### config.mk
export PLATFORM = sky130hd
export DESIGN_NAME = bcd_down_counter
export DESIGN_NICKNAME = d
export VERILOG_FILES = /design/src/rtl/bcd_down_counter_pkg.sv /design/src/rtl/bcd_digit_down.sv /design/src/rtl/bcd_down_counter.sv
export SDC_FILE = /design/constraint.sdc
export NUM_CORES = 1
export LEC_CHECK = 0
export CORE_MARGIN = 10
export CORE_UTILIZATION = 38
export CTS_BUF_LIST = sky130_fd_sc_hd__clkbuf_16
export CTS_CLUSTER_SIZE = 24
export DETAILED_ROUTE_END_ITERATION = 16
export PLACE_DENSITY = 0.73
export SYNTH_ARGS = -nofsm -noshare
export SYNTH_HDL_FRONTEND = slang
export SYNTH_SLANG_ARGS = --single-unit
### constraint.sdc
create_clock -name clk -period 1.6 [get_ports clk]
set_input_delay 0.32 -clock clk [delete_from_list [all_inputs] [get_ports clk]]
set_output_delay 0.32 -clock clk [all_outputs]
set_load 0.02 [all_outputs]
### src/rtl/bcd_down_counter_pkg.sv
// Shared definitions for the BCD down counter: FSM state type, decade
// width, largest legal BCD digit and the nibble clamp helper.
package bcd_down_counter_pkg;

  localparam int DEC_W = 4;
  localparam logic [DEC_W-1:0] BCD_MAX = 4'd9;

  typedef enum logic [1:0] {
    IDLE   = 2'd0,
    RUN    = 2'd1,
    PAUSED = 2'd2,
    DONE   = 2'd3
  } state_t;

  // Any nibble above 9 is forced to 9 so a decade never holds a non-BCD code.
  function automatic logic [DEC_W-1:0] clamp_nib(input logic [DEC_W-1:0] nib);
    return (nib > BCD_MAX) ? BCD_MAX : nib;
  endfunction

endpackage

### src/rtl/bcd_digit_down.sv
// One BCD decade of the down counter. Loads a (pre-clamped) nibble or
// decrements with 0 -> 9 wrap; borrow_out asks the next decade to decrement.
module bcd_digit_down
  import bcd_down_counter_pkg::*;
(
  input  logic             clk,
  input  logic             rst,
  input  logic             dec_en,
  input  logic             load,
  input  logic [DEC_W-1:0] load_nib,
  output logic [DEC_W-1:0] nibble,
  output logic             borrow_out
);

  // Decade register: load has priority over decrement.
  always_ff @(posedge clk or negedge rst) begin
    if (!rst) begin
      nibble <= '0;
    end else if (load) begin
      nibble <= load_nib;
    end else if (dec_en) begin
      nibble <= (nibble == '0) ? BCD_MAX : nibble - 4'd1;
    end
  end

  assign borrow_out = (nibble == '0) && dec_en;

endmodule

### src/rtl/bcd_down_counter.sv
// Cascaded BCD down counter with IDLE/RUN/PAUSED/DONE control.
// Optional feature macro: BCD_AUTO_RELOAD_EN -- keeps the last loaded value
// and reloads it when the countdown wraps past zero, staying in RUN.
module bcd_down_counter
  import bcd_down_counter_pkg::*;
#(
  parameter int DIGITS = 2
) (
  input  logic                  clk,
  input  logic                  rst,
  input  logic                  load,
  input  logic [4*DIGITS-1:0]   load_val,
  input  logic                  start,
  input  logic                  pause,
  input  logic                  tick,
  output logic [4*DIGITS-1:0]   count,
  output logic                  running,
  output logic                  done,
  output logic                  zero
);

  localparam int W = DEC_W * DIGITS;

  state_t          state, state_next;
  logic            dec;
  logic            done_next;
  logic            is_one;
  logic            digit_load;
  logic [W-1:0]    digit_src;
  logic [W-1:0]    load_clamped;
  logic [DIGITS-1:0] borrow;
  logic [DIGITS-1:0] dig_en;
  logic            unused_top_borrow;

`ifdef BCD_AUTO_RELOAD_EN
  logic            reload;
  logic [W-1:0]    reload_val;
`endif

  assign zero   = (count == '0);
  assign is_one = (count == W'(1));

  // Clamp every incoming decade before it reaches a register.
  always_comb begin
    load_clamped = '0;
    for (int i = 0; i < DIGITS; i++) begin
      load_clamped[i*DEC_W +: DEC_W] = clamp_nib(load_val[i*DEC_W +: DEC_W]);
    end
  end

  // Control state, registered running flag and one-cycle done pulse.
  always_ff @(posedge clk or negedge rst) begin
    if (!rst) begin
      state   <= IDLE;
      running <= 1'b0;
      done    <= 1'b0;
    end else begin
      state   <= state_next;
      running <= (state_next == RUN);
      done    <= done_next;
    end
  end

  // Next state and datapath strobes; priority load > pause > start > tick.
  always_comb begin
    state_next = state;
    dec        = 1'b0;
    done_next  = 1'b0;
`ifdef BCD_AUTO_RELOAD_EN
    reload     = 1'b0;
`endif
    if (load) begin
      state_next = IDLE;
    end else if (pause && state == RUN) begin
      state_next = PAUSED;
    end else if (start && (state == IDLE || state == PAUSED)) begin
      state_next = zero ? DONE : RUN;
    end else if (tick && state == RUN) begin
`ifdef BCD_AUTO_RELOAD_EN
      // Zero is shown for one tick with done, then the stored value returns.
      if (zero) begin
        reload = 1'b1;
      end else begin
        dec       = 1'b1;
        done_next = is_one;
      end
`else
      dec = 1'b1;
      if (is_one) begin
        done_next  = 1'b1;
        state_next = DONE;
      end
`endif
    end
  end

`ifdef BCD_AUTO_RELOAD_EN
  // Remember the last clamped preset for automatic restart.
  always_ff @(posedge clk or negedge rst) begin
    if (!rst) begin
      reload_val <= '0;
    end else if (load) begin
      reload_val <= load_clamped;
    end
  end

  assign digit_load = load | reload;
  assign digit_src  = load ? load_clamped : reload_val;
`else
  assign digit_load = load;
  assign digit_src  = load_clamped;
`endif

  // Decade chain: the lowest decade decrements on dec, each higher one on borrow.
  for (genvar i = 0; i < DIGITS; i++) begin : g_dig
    if (i == 0) begin : g_first
      assign dig_en[i] = dec;
    end else begin : g_next
      assign dig_en[i] = borrow[i-1];
    end

    bcd_digit_down u_digit (
      .clk        (clk),
      .rst        (rst),
      .dec_en     (dig_en[i]),
      .load       (digit_load),
      .load_nib   (digit_src[i*DEC_W +: DEC_W]),
      .nibble     (count[i*DEC_W +: DEC_W]),
      .borrow_out (borrow[i])
    );
  end

  // The top decade never borrows while counting (RUN never decrements zero).
  assign unused_top_borrow = borrow[DIGITS-1];

endmodule

==> impl_metrics.env <==
export IMPL_status="complete, but fails checks"
export IMPL_violations="setup timing"
export IMPL_overflow=0
export IMPL_fp_coreArea_um2=1710
export IMPL_tritoncts_num_buffers=3
export IMPL_dr_wl_met3_um=129
export IMPL_max_cap_viol_count=0
export IMPL_tot_gr_track_use_pct=10.5
export IMPL_pin_count_of_the_biggest_net_entering_global_routing=12
export IMPL_synth_yosys_seq_area_share_pct=44.4
export IMPL_cts_htree_levels=1
export IMPL_max_freq_ghz=0.547
export IMPL_cts_tree="built"
export IMPL_place_inst=132
export IMPL_dp_final_hpwl_um=1640
export IMPL_worstPathMaxFanout=2
export IMPL_fin_nets=127
export IMPL_drt_wirelength_per_cell_um=15.0
export IMPL_hold_path_class="input port to asynchronous set/reset pin"
export IMPL_initialDrtViolationCount=23
export IMPL_yosys_cell_types_count=31
export IMPL_maxSlewHeadroom_pct=73.2
export IMPL_final_instance_area_um2=1170
export IMPL_synth_area_um2=677
export IMPL_fillCellCount=129
export IMPL_fin_crit_sh_pct=114
export IMPL_num_antenna_cells=0
export IMPL_mostFrequentLayoutCell="sky130_fd_sc_hd__buf_4"
export IMPL_synthesis_area_per_instance_um2=9.81
export IMPL_cts_root_buf="sky130_fd_sc_hd__clkbuf_16"
export IMPL_worst_clk_skew_ps=2.31
export IMPL_setup_violations_final=3
export IMPL_worst_slew_pin_transition_ps=401
export IMPL_cts_clk_slew_worst_paths_ps=50
export IMPL_routed_via_count=719
export IMPL_drive_gt1_share_pct=29.5
export IMPL_avgViaCountPerCell=5.25
export IMPL_top_level_ports=25
export IMPL_rsz0062_at_grt="true"
export IMPL_route_layer_met1_wl_um=837
export IMPL_drt_drc_violations_left=0
export IMPL_postPlaceCellArea_um2=1070
export IMPL_grt_pass1_vias=727
export IMPL_synthesis_instances=69
export IMPL_wire_length_of_the_first_global_routing_pass_um=3440
export IMPL_seq_area_um2=303
export IMPL_die_area_um2=3870
export IMPL_cts_hold_buffers=0
export IMPL_multiInputGateArea_um2=392
export IMPL_placement_rows=15
export IMPL_wl_um=2050
export IMPL_cp_data_arrival_time_ps=1510
export IMPL_yosysWarningCount=0
export IMPL_die_w_um=62.2
export IMPL_starting_density_of_the_core_pct=39.6
export IMPL_power_ir_vdd_worst_v=0.000849
export IMPL_cts_buffer_depth=2
export IMPL_power_density_cell_area_nw_per_um2=911
export IMPL_finalHoldWorstSlack_ps=315
export IMPL_area_growth_pct=73.4
export IMPL_min_period_ps=1830
export IMPL_worstSkewPairLatency_ps=240
export IMPL_most_frequent_cells_in_the_layout="18 x sky130_fd_sc_hd__buf_4, 14 x sky130_fd_sc_hd__clkdlybuf4s50_1, 10 x sky130_fd_sc_hd__dfrtp_1, 8 x sky130_fd_sc_hd__dlygate4sd2_1, 7 x sky130_fd_sc_hd__o21ai_0"
export IMPL_timing_final_ws_setup_ps=-228
export IMPL_detail_route_antenna_nets=0
export IMPL_dieHeight_um=62.2
export IMPL_numPortBuffers=24
export IMPL_clock_sinks=12
export IMPL_finalWeightedCongestion=0.840
export IMPL_critical_path_startpoint_type="flip-flop"
export IMPL_met2_length_um=1070
export IMPL_p_leak_nw=0.517
export IMPL_synth_nets=83
export IMPL_final_max_slew_violation_count=0
export IMPL_critical_path_required_ps=1280
export IMPL_timing_final_hold_violations=0
export IMPL_setup_worst_path_class="flip-flop to output pin"
export IMPL_setup_worst_path_end_class="output pin"
export IMPL_postSynthRegisterBits=12
export IMPL_top_signal_layer_used="met4"
export IMPL_initial_antenna_violation_count=0
export IMPL_layout_cells_non_filler=137
export IMPL_drt_pass1_iter_count=4
## metrics by stage
step,TNS (ps),power (mW),util (%),worst slack [ps]
2_1_floorplan,-60.8,0.471,-,-39.6
3_3_place_gp,-1160,0.609,62.7,-425
3_5_place_dp,-1240,0.617,62.7,-433
4_1_cts,-384,1.06,66.9,-230
5_1_grt,-625,1.12,68.7,-282
6_report,-382,1.07,68.7,-228
## worst max-delay path, cell delays in order, from the launching register on
cell,delay (ps)
sky130_fd_sc_hd__dfrtp_1,380
sky130_fd_sc_hd__or4_4,580
sky130_fd_sc_hd__nor4_4,140
sky130_fd_sc_hd__buf_4,180
## cells by family after synthesis
| family | synth area share, % |
|---|---|
| xor gates and xnor gates | 3.88 |
| buffers and inverters | 3.88 |
| DFF | 44.4 |
| AOI/OAI and AO/OA | 17.7 |
| muxes | 2.96 |
| and+or+nand+nor | 27.2 |
## final cells by class
class | count | area share, %
sequential | 12 | 25.8
multi-input combinational | 52 | 33.4
tap | 25 | 2.67
clock inverter | 1 | 0.320
clock buffer | 3 | 6.40
timing repair buffer | 41 | 30.5
inverter | 3 | 0.959
## final timing paths
| check | endpoint | startpoint | cells past startpoint | slack, ps |
|---|---|---|---|---|
| worst max-delay path | zero | g_dig[0].u_digit.nibble[3]$_DFFE_PN0P_ | 3 | -230 |
| worst min-delay path | g_dig[0].u_digit.nibble[0]$_DFFE_PN0P_ | rst | 1 | 320 |
| worst max register to register | running$_DFF_PN0_ | g_dig[0].u_digit.nibble[3]$_DFFE_PN0P_ | 5 | -80 |
| worst min register to register | state[1]$_DFF_PN0_ | state[1]$_DFF_PN0_ | 2 | 630 |
| max in group asynchronous | g_dig[1].u_digit.nibble[2]$_DFFE_PN0P_ | rst | 2 | 900 |
| min in group clk | state[1]$_DFF_PN0_ | tick | 5 | 610 |
## flip-flops by register name (all words and copies together) (netlist names)
name / count
g_dig.u_digit.nibble: 8
state: 2
done: 1
running: 1
## cells in the mapped netlist (all sizes together)
| master | number | area [um2] |
|---|---|---|
| a21o | 1 | 7.51 |
| a21oi | 3 | 15.0 |
| a222oi | 1 | 10.0 |
| and2 | 1 | 6.26 |
| and4 | 1 | 8.76 |
| and4bb | 1 | 12.5 |
| buf | 1 | 11.3 |
| clkbuf | 1 | 3.75 |
| dfrtp | 12 | 300 |
| inv | 3 | 11.3 |
| mux2i | 2 | 20.0 |
| nand2 | 2 | 7.51 |
| nand2b | 1 | 6.26 |
| nand3 | 4 | 20.0 |
| nand3b | 3 | 22.5 |
| nand4bb | 1 | 11.3 |
| nor2 | 6 | 22.5 |
| nor2b | 1 | 6.26 |
| nor3 | 3 | 15.0 |
| nor4 | 2 | 27.5 |
| o211ai | 1 | 7.51 |
| o21a | 3 | 22.5 |
| o21ai | 8 | 40.0 |
| o31a | 1 | 8.76 |
| o41ai | 1 | 8.76 |
| or2 | 1 | 6.26 |
| or4 | 1 | 11.3 |
| xnor2 | 2 | 17.5 |
| xor2 | 1 | 8.76 |
## what timing repair did
action,CTS,global route
setup endpoints to repair,14,6
pin swaps,3,3
endpoints found under the hold margin,0,0
buffers inserted,0,1
gates resized for setup,14,6
## metal layers
| metal | vias to the layer above | track usage, % |
|---|---|---|
| met5 | - | 0 |
| met3 | 2 | 3.41 |
| met1 | 349 | 11.8 |
| li1 | 342 | - |
| met2 | 26 | 18.6 |
| met4 | 0 | 2.57 |
## report_power, final
part           total [mW]  internal (mW)  switching, mW
registers           0.348          0.329         0.0187
clock network       0.459          0.329          0.130
logic               0.262          0.128          0.134
total                1.07          0.787          0.282
Note: power is estimated with default switching activity, not from simulation.
